### src/rtl/seq_divider_if.sv
// Start/done handshake bundle for seq_divider: operands in, results and status out.
interface seq_divider_if #(parameter int WIDTH = 8);
  logic             start;
  logic [WIDTH-1:0] A;
  logic [WIDTH-1:0] B;
  logic             busy;
  logic             done;
  logic [WIDTH-1:0] Q;
  logic [WIDTH-1:0] R;
  logic             div_by_zero;

  modport master (output start, A, B, input busy, done, Q, R, div_by_zero);
  modport slave  (input start, A, B, output busy, done, Q, R, div_by_zero);
endinterface

### src/rtl/seq_divider.sv
// Multi-cycle restoring divider, one quotient bit per clock, MSB first.
// Optional two's-complement mode via SEQ_DIVIDER_SIGNED_EN.
module seq_divider #(
  parameter int WIDTH = 8
) (
  input  logic          clk,
  input  logic          rst_n,
  seq_divider_if.slave  bus
);
  localparam int CW = (WIDTH > 1) ? $clog2(WIDTH) : 1;

  typedef enum logic [1:0] {IDLE, CALC, DONE} state_t;

  state_t           state;
  logic [WIDTH-1:0] a_sh;     // dividend shifts out the top, quotient shifts in the bottom
  logic [WIDTH-1:0] b_r;
  logic [WIDTH:0]   rem;
  logic [CW-1:0]    cnt;

  logic             accept;
  logic [WIDTH-1:0] a_mag, b_mag;
  logic [WIDTH:0]   rem_sh, rem_sub, rem_nxt;
  logic             ge;
  logic [WIDTH-1:0] q_nxt, q_fin, r_fin;

`ifdef SEQ_DIVIDER_SIGNED_EN
  logic neg_q, neg_r;

  always_comb begin
    a_mag = bus.A[WIDTH-1] ? (~bus.A + 1'b1) : bus.A;
    b_mag = bus.B[WIDTH-1] ? (~bus.B + 1'b1) : bus.B;
  end
`else
  always_comb begin
    a_mag = bus.A;
    b_mag = bus.B;
  end
`endif

  assign accept = bus.start && (state != CALC);

  always_comb begin
    rem_sh  = {rem[WIDTH-1:0], a_sh[WIDTH-1]};
    ge      = (rem_sh >= {1'b0, b_r});
    rem_sub = rem_sh - {1'b0, b_r};
    rem_nxt = ge ? rem_sub : rem_sh;
    q_nxt   = {a_sh[WIDTH-2:0], ge};
`ifdef SEQ_DIVIDER_SIGNED_EN
    // Truncating division: quotient sign from A^B, remainder follows A.
    q_fin   = neg_q ? (~q_nxt + 1'b1) : q_nxt;
    r_fin   = neg_r ? (~rem_nxt[WIDTH-1:0] + 1'b1) : rem_nxt[WIDTH-1:0];
`else
    q_fin   = q_nxt;
    r_fin   = rem_nxt[WIDTH-1:0];
`endif
  end

  always_ff @(posedge clk) begin
    if (!rst_n) begin
      state           <= IDLE;
      a_sh            <= '0;
      b_r             <= '0;
      rem             <= '0;
      cnt             <= '0;
      bus.busy        <= 1'b0;
      bus.done        <= 1'b0;
      bus.Q           <= '0;
      bus.R           <= '0;
      bus.div_by_zero <= 1'b0;
`ifdef SEQ_DIVIDER_SIGNED_EN
      neg_q           <= 1'b0;
      neg_r           <= 1'b0;
`endif
    end else begin
      bus.done <= 1'b0;
      case (state)
        CALC: begin
          a_sh <= q_nxt;
          rem  <= rem_nxt;
          cnt  <= cnt - 1'b1;
          if (cnt == '0) begin
            bus.Q           <= q_fin;
            bus.R           <= r_fin;
            bus.div_by_zero <= 1'b0;
            bus.done        <= 1'b1;
            bus.busy        <= 1'b0;
            state           <= DONE;
          end
        end
        default: begin
          state <= IDLE;
          if (accept) begin
            if (bus.B == '0) begin
              // Divide by zero short-circuits the iteration entirely.
              bus.Q           <= '1;
              bus.R           <= bus.A;
              bus.div_by_zero <= 1'b1;
              bus.done        <= 1'b1;
              state           <= DONE;
            end else begin
              a_sh     <= a_mag;
              b_r      <= b_mag;
              rem      <= '0;
              cnt      <= CW'(WIDTH - 1);
              bus.busy <= 1'b1;
              state    <= CALC;
`ifdef SEQ_DIVIDER_SIGNED_EN
              neg_q    <= bus.A[WIDTH-1] ^ bus.B[WIDTH-1];
              neg_r    <= bus.A[WIDTH-1];
`endif
            end
          end
        end
      endcase
    end
  end
endmodule

### src/flat_wrapper.sv
// flat-port wrapper written by rule: the top's interface ports become plain ports
module seq_divider_flat 
#(
  parameter int WIDTH = 8
)
  (clk, rst_n, bus_start, bus_A, bus_B, bus_busy, bus_done, bus_Q, bus_R, bus_div_by_zero);
  seq_divider_if #(.WIDTH(WIDTH)) bus_i ();
  input  logic clk;
  input  logic rst_n;
  input wire logic [$bits(bus_i.start)-1:0] bus_start;
  input wire logic [$bits(bus_i.A)-1:0] bus_A;
  input wire logic [$bits(bus_i.B)-1:0] bus_B;
  output wire logic [$bits(bus_i.busy)-1:0] bus_busy;
  output wire logic [$bits(bus_i.done)-1:0] bus_done;
  output wire logic [$bits(bus_i.Q)-1:0] bus_Q;
  output wire logic [$bits(bus_i.R)-1:0] bus_R;
  output wire logic [$bits(bus_i.div_by_zero)-1:0] bus_div_by_zero;
  assign bus_i.start = bus_start;
  assign bus_i.A = bus_A;
  assign bus_i.B = bus_B;
  assign bus_busy = bus_i.busy;
  assign bus_done = bus_i.done;
  assign bus_Q = bus_i.Q;
  assign bus_R = bus_i.R;
  assign bus_div_by_zero = bus_i.div_by_zero;
  seq_divider #(.WIDTH(WIDTH)) u_core (.clk(clk), .rst_n(rst_n), .bus(bus_i));
endmodule
### config.mk
export PLATFORM = sky130hd
export DESIGN_NAME = seq_divider_flat
export DESIGN_NICKNAME = d
export VERILOG_FILES = /design/src/rtl/seq_divider_if.sv /design/src/rtl/seq_divider.sv /design/src/flat_wrapper.sv
export SDC_FILE = /design/constraint.sdc
export NUM_CORES = 1
export LEC_CHECK = 0
export BUFFER_PORTS_ARGS = -buffer_cell sky130_fd_sc_hd__buf_2
export CORE_ASPECT_RATIO = 2
export CORE_UTILIZATION = 25
export DETAILED_ROUTE_END_ITERATION = 16
export HOLD_SLACK_MARGIN = 0.05
export PLACE_DENSITY_LB_ADDON = 0.2
export SETUP_SLACK_MARGIN = 0.2
export SLEW_MARGIN = 20
export SYNTH_ARGS = -nofsm -noshare
export SYNTH_HDL_FRONTEND = slang
export SYNTH_SLANG_ARGS = --single-unit
### constraint.sdc
create_clock -name clk -period 6.1 [get_ports clk]
set_input_delay 1.22 -clock clk [delete_from_list [all_inputs] [get_ports clk]]
set_output_delay 1.22 -clock clk [all_outputs]
set_load 0.05 [all_outputs]
==> qor.txt <==
Maximum clock frequency - 374.4 MHz
Post-Syn Area - 0.002317 mm2
Highest metal used - met4
Met1 Wirelength - 2503 um
Share of synthesized area occupied by flip-flops and latches - 41.47%
Routed Antenna Nets - 0
Synth-to-layout area growth - 17.33%
Clock-pin slew on the worst setup and hold paths - 70 ps
Clock net sink count - 48
Clock tree from TritonCTS - yes
Final core utilization - 30.17%
Register bit total from synthesis - 48
Area enclosed by the die boundary - 0.009681 mm2
TritonCTS buffer count - 5
Number of global-route vias before repair - 1977
Routed wire per std cell - 15.38 um
Primary flip-flop cell chosen by synthesis mapping - sky130_fd_sc_hd__dfxtp_1
Total of buffers placed on input and output ports - 37
WS Path Type - input pin to flop
Weighted congestion at the end of routability-driven global placement - 0.7062
Synthesized area per cell - 8.811 um2
Data required time at the worst endpoint - 6330 ps
Data arrival time of the critical path - 2900 ps
Drt total wl - 6123 um
Number of warnings issued by yosys - 0
Final setup skew - 9.787 ps
Hold slack - 452.0 ps
Final worst-path cycle share - 43.78%
Remaining global-route overflow - 0
P per Cell Area - 340.2 mW/mm2
Smallest setup slack after layout - 3429 ps
Number of max-slew violations in the final report - 0
Drt initial violations - 65
Count of vias placed by the detailed router - 1979
Number of buffers added for setup after CTS - 0
Remaining design rule violation count - 0
Setup tns final - 0 ps
Max-cap violations - 0
Synthesized Nets - 293
Share of flip-flops with an asynchronous set or reset after synthesis - 0%
Element type at the critical path end - flop
Final HPWL DP - 4554 um
Hold-fix buffer count after cts - 0
DIE HEIGHT - 138.2 um
Clk root buf - sky130_fd_sc_hd__clkbuf_16
Worst Path Max Fanout - 26
Count of final setup violators - 0
Wire length on met3 - 190 um
Row cnt - 49
Syn Inst Count - 263
Most common library cell in the layout ignoring fill and taps - sky130_fd_sc_hd__dfxtp_1
Final net count - 325
Met2 WL - 3295 um
Detailed-routing iteration count for the pre-antenna-repair pass - 4
Leakage power total - 1.182 nW
Starting Density - 25.71%
Number of antenna violations at the first check in global routing - 0
H-tree levels - 2
Insertion delay of the later-clocked pin in the worst-skew pair - 300 ps
Wire length of the first global-routing pass - 9991 um
RSZ-0062 raised after global routing - no
Die Width - 70.08 um
Maximum count of clock buffers along a single path - 2
Core area - 0.009012 mm2
Post-place setup slack - 3110 ps
Result of the run - finished, final reports clean
Transition time at the pin with the least slew margin - 840.2 ps
Count of flip-flops with a built-in enable after synthesis - 0
Cells resized by post-CTS repair - 0
Layout cells sized above 1 - 22.30%
Worst max-slew margin expressed relative to the limit - 43.64%
Ports - 38
Commonest non-fill, non-tap cells in the layout - sky130_fd_sc_hd__dfxtp_1 (48), sky130_fd_sc_hd__buf_2 (37), sky130_fd_sc_hd__nor2_1 (31)
Maximum VDD drop - 0.0001208 V
Hold Violations, Final - 0
Gr usage total - 13.24%
Library cells used by synthesis - 48
Min Tclk post-route - 2671 ps
Worst setup SP type - input pin
Min-delay worst type - flop to flop
Pin count of the biggest net entering global routing - 27
Number of vias per cell - 4.972
Diode insertion count for antenna repair - 0
-- final cells by class --
type	count	area (um2)
Clock buffer	6	138.9
Clock inverter	2	13.76
Fill cell	981	6294
Inverter	14	52.55
Multi-Input combinational cell	187	1225
Sequential cell	48	960.9
Tap cell	102	127.6
Timing Repair Buffer	39	200.2
-- kinds of logic after synthesis --
group / synth area share (%)
flip-flops: 41.47
adder cells (fa/ha/maj): 6.264
AO/OA/AOI/OAI: 22.79
AND/OR/NAND/NOR: 18.41
buffers and inverters: 5.669
multiplexers: 3.888
XOR/XNOR: 1.512
-- routing by layer --
metal / global-route usage [%] / vias up
met4: 6.000 / 0
met3: 2.551 / 6
li1: - / 1018
met1: 13.89 / 919
met2: 24.70 / 36
met5: 0 / -
-- critical path, cell delays in order --
cell	delay, ps
sky130_fd_sc_hd__buf_2	360
sky130_fd_sc_hd__clkinv_1	790
sky130_fd_sc_hd__nor2_1	370
sky130_fd_sc_hd__a32o_1	160
-- registers in the layout, indices dropped and copies added, names as in the netlist --
signal / count
u_core.a_sh: 8
u_core.b_r: 8
u_core.bus.Q: 8
u_core.bus.R: 8
u_core.rem: 8
u_core.cnt: 3
u_core.state: 2
u_core.bus.busy: 1
u_core.bus.div_by_zero: 1
u_core.bus.done: 1
-- synth_stat cells, drive strengths merged, types with 2 or more instances --
cell | number | area [um2]
ha | 10 | 125.1
o221ai | 8 | 76.32
nor2b | 4 | 25.02
buf | 7 | 52.54
nor3 | 8 | 40.04
nand4 | 2 | 18.77
a221oi | 2 | 23.77
a32o | 2 | 20.02
a31oi | 14 | 87.58
inv | 13 | 48.80
nand3 | 4 | 30.03
xor2 | 3 | 26.28
o221a | 7 | 78.83
nand2b | 2 | 12.51
nor4 | 3 | 31.28
clkbuf | 7 | 26.28
o21ai | 12 | 63.81
dfxtp | 48 | 960.9
nand2 | 28 | 112.6
a21oi | 23 | 122.6
and2 | 2 | 12.51
mux2i | 9 | 90.09
nor2 | 31 | 116.4
-- worst paths after layout --
| check | start | end | slack [ps] | cells past startpoint |
|---|---|---|---|---|
| worst min register to register | u_core.bus.busy$_SDFFE_PN0P_ | u_core.bus.busy$_SDFFE_PN0P_ | 450 | 2 |
| worst min-delay path | u_core.bus.busy$_SDFFE_PN0P_ | u_core.bus.busy$_SDFFE_PN0P_ | 450 | 2 |
| worst max-delay path | rst_n | u_core.rem[7]$_SDFFE_PN0P_ | 3430 | 4 |
| worst max register to register | u_core.b_r[4]$_SDFFE_PN0P_ | u_core.bus.R[4]$_SDFFE_PN0P_ | 3690 | 8 |
-- per-stage QoR --
step | total power, mW | instance area (um2) | std cells
after global routing | 0.9723 | 2719 | 398
after detailed placement | 0.6428 | 2566 | 390
after global placement | 0.6411 | 2566 | 390
final | 0.9251 | 2719 | 398
after CTS | 0.9356 | 2719 | 398
after floorplan | 0.5866 | 2317 | 263
-- power breakdown --
part	leakage (nW)	switching (mW)	internal [mW]
Combinational	0.712	0.182	0.0907
Clock	0.0772	0.127	0.164
Sequential	0.394	0.0184	0.342
Total	1.18	0.328	0.597
Note: power is estimated with default switching activity, not from simulation.
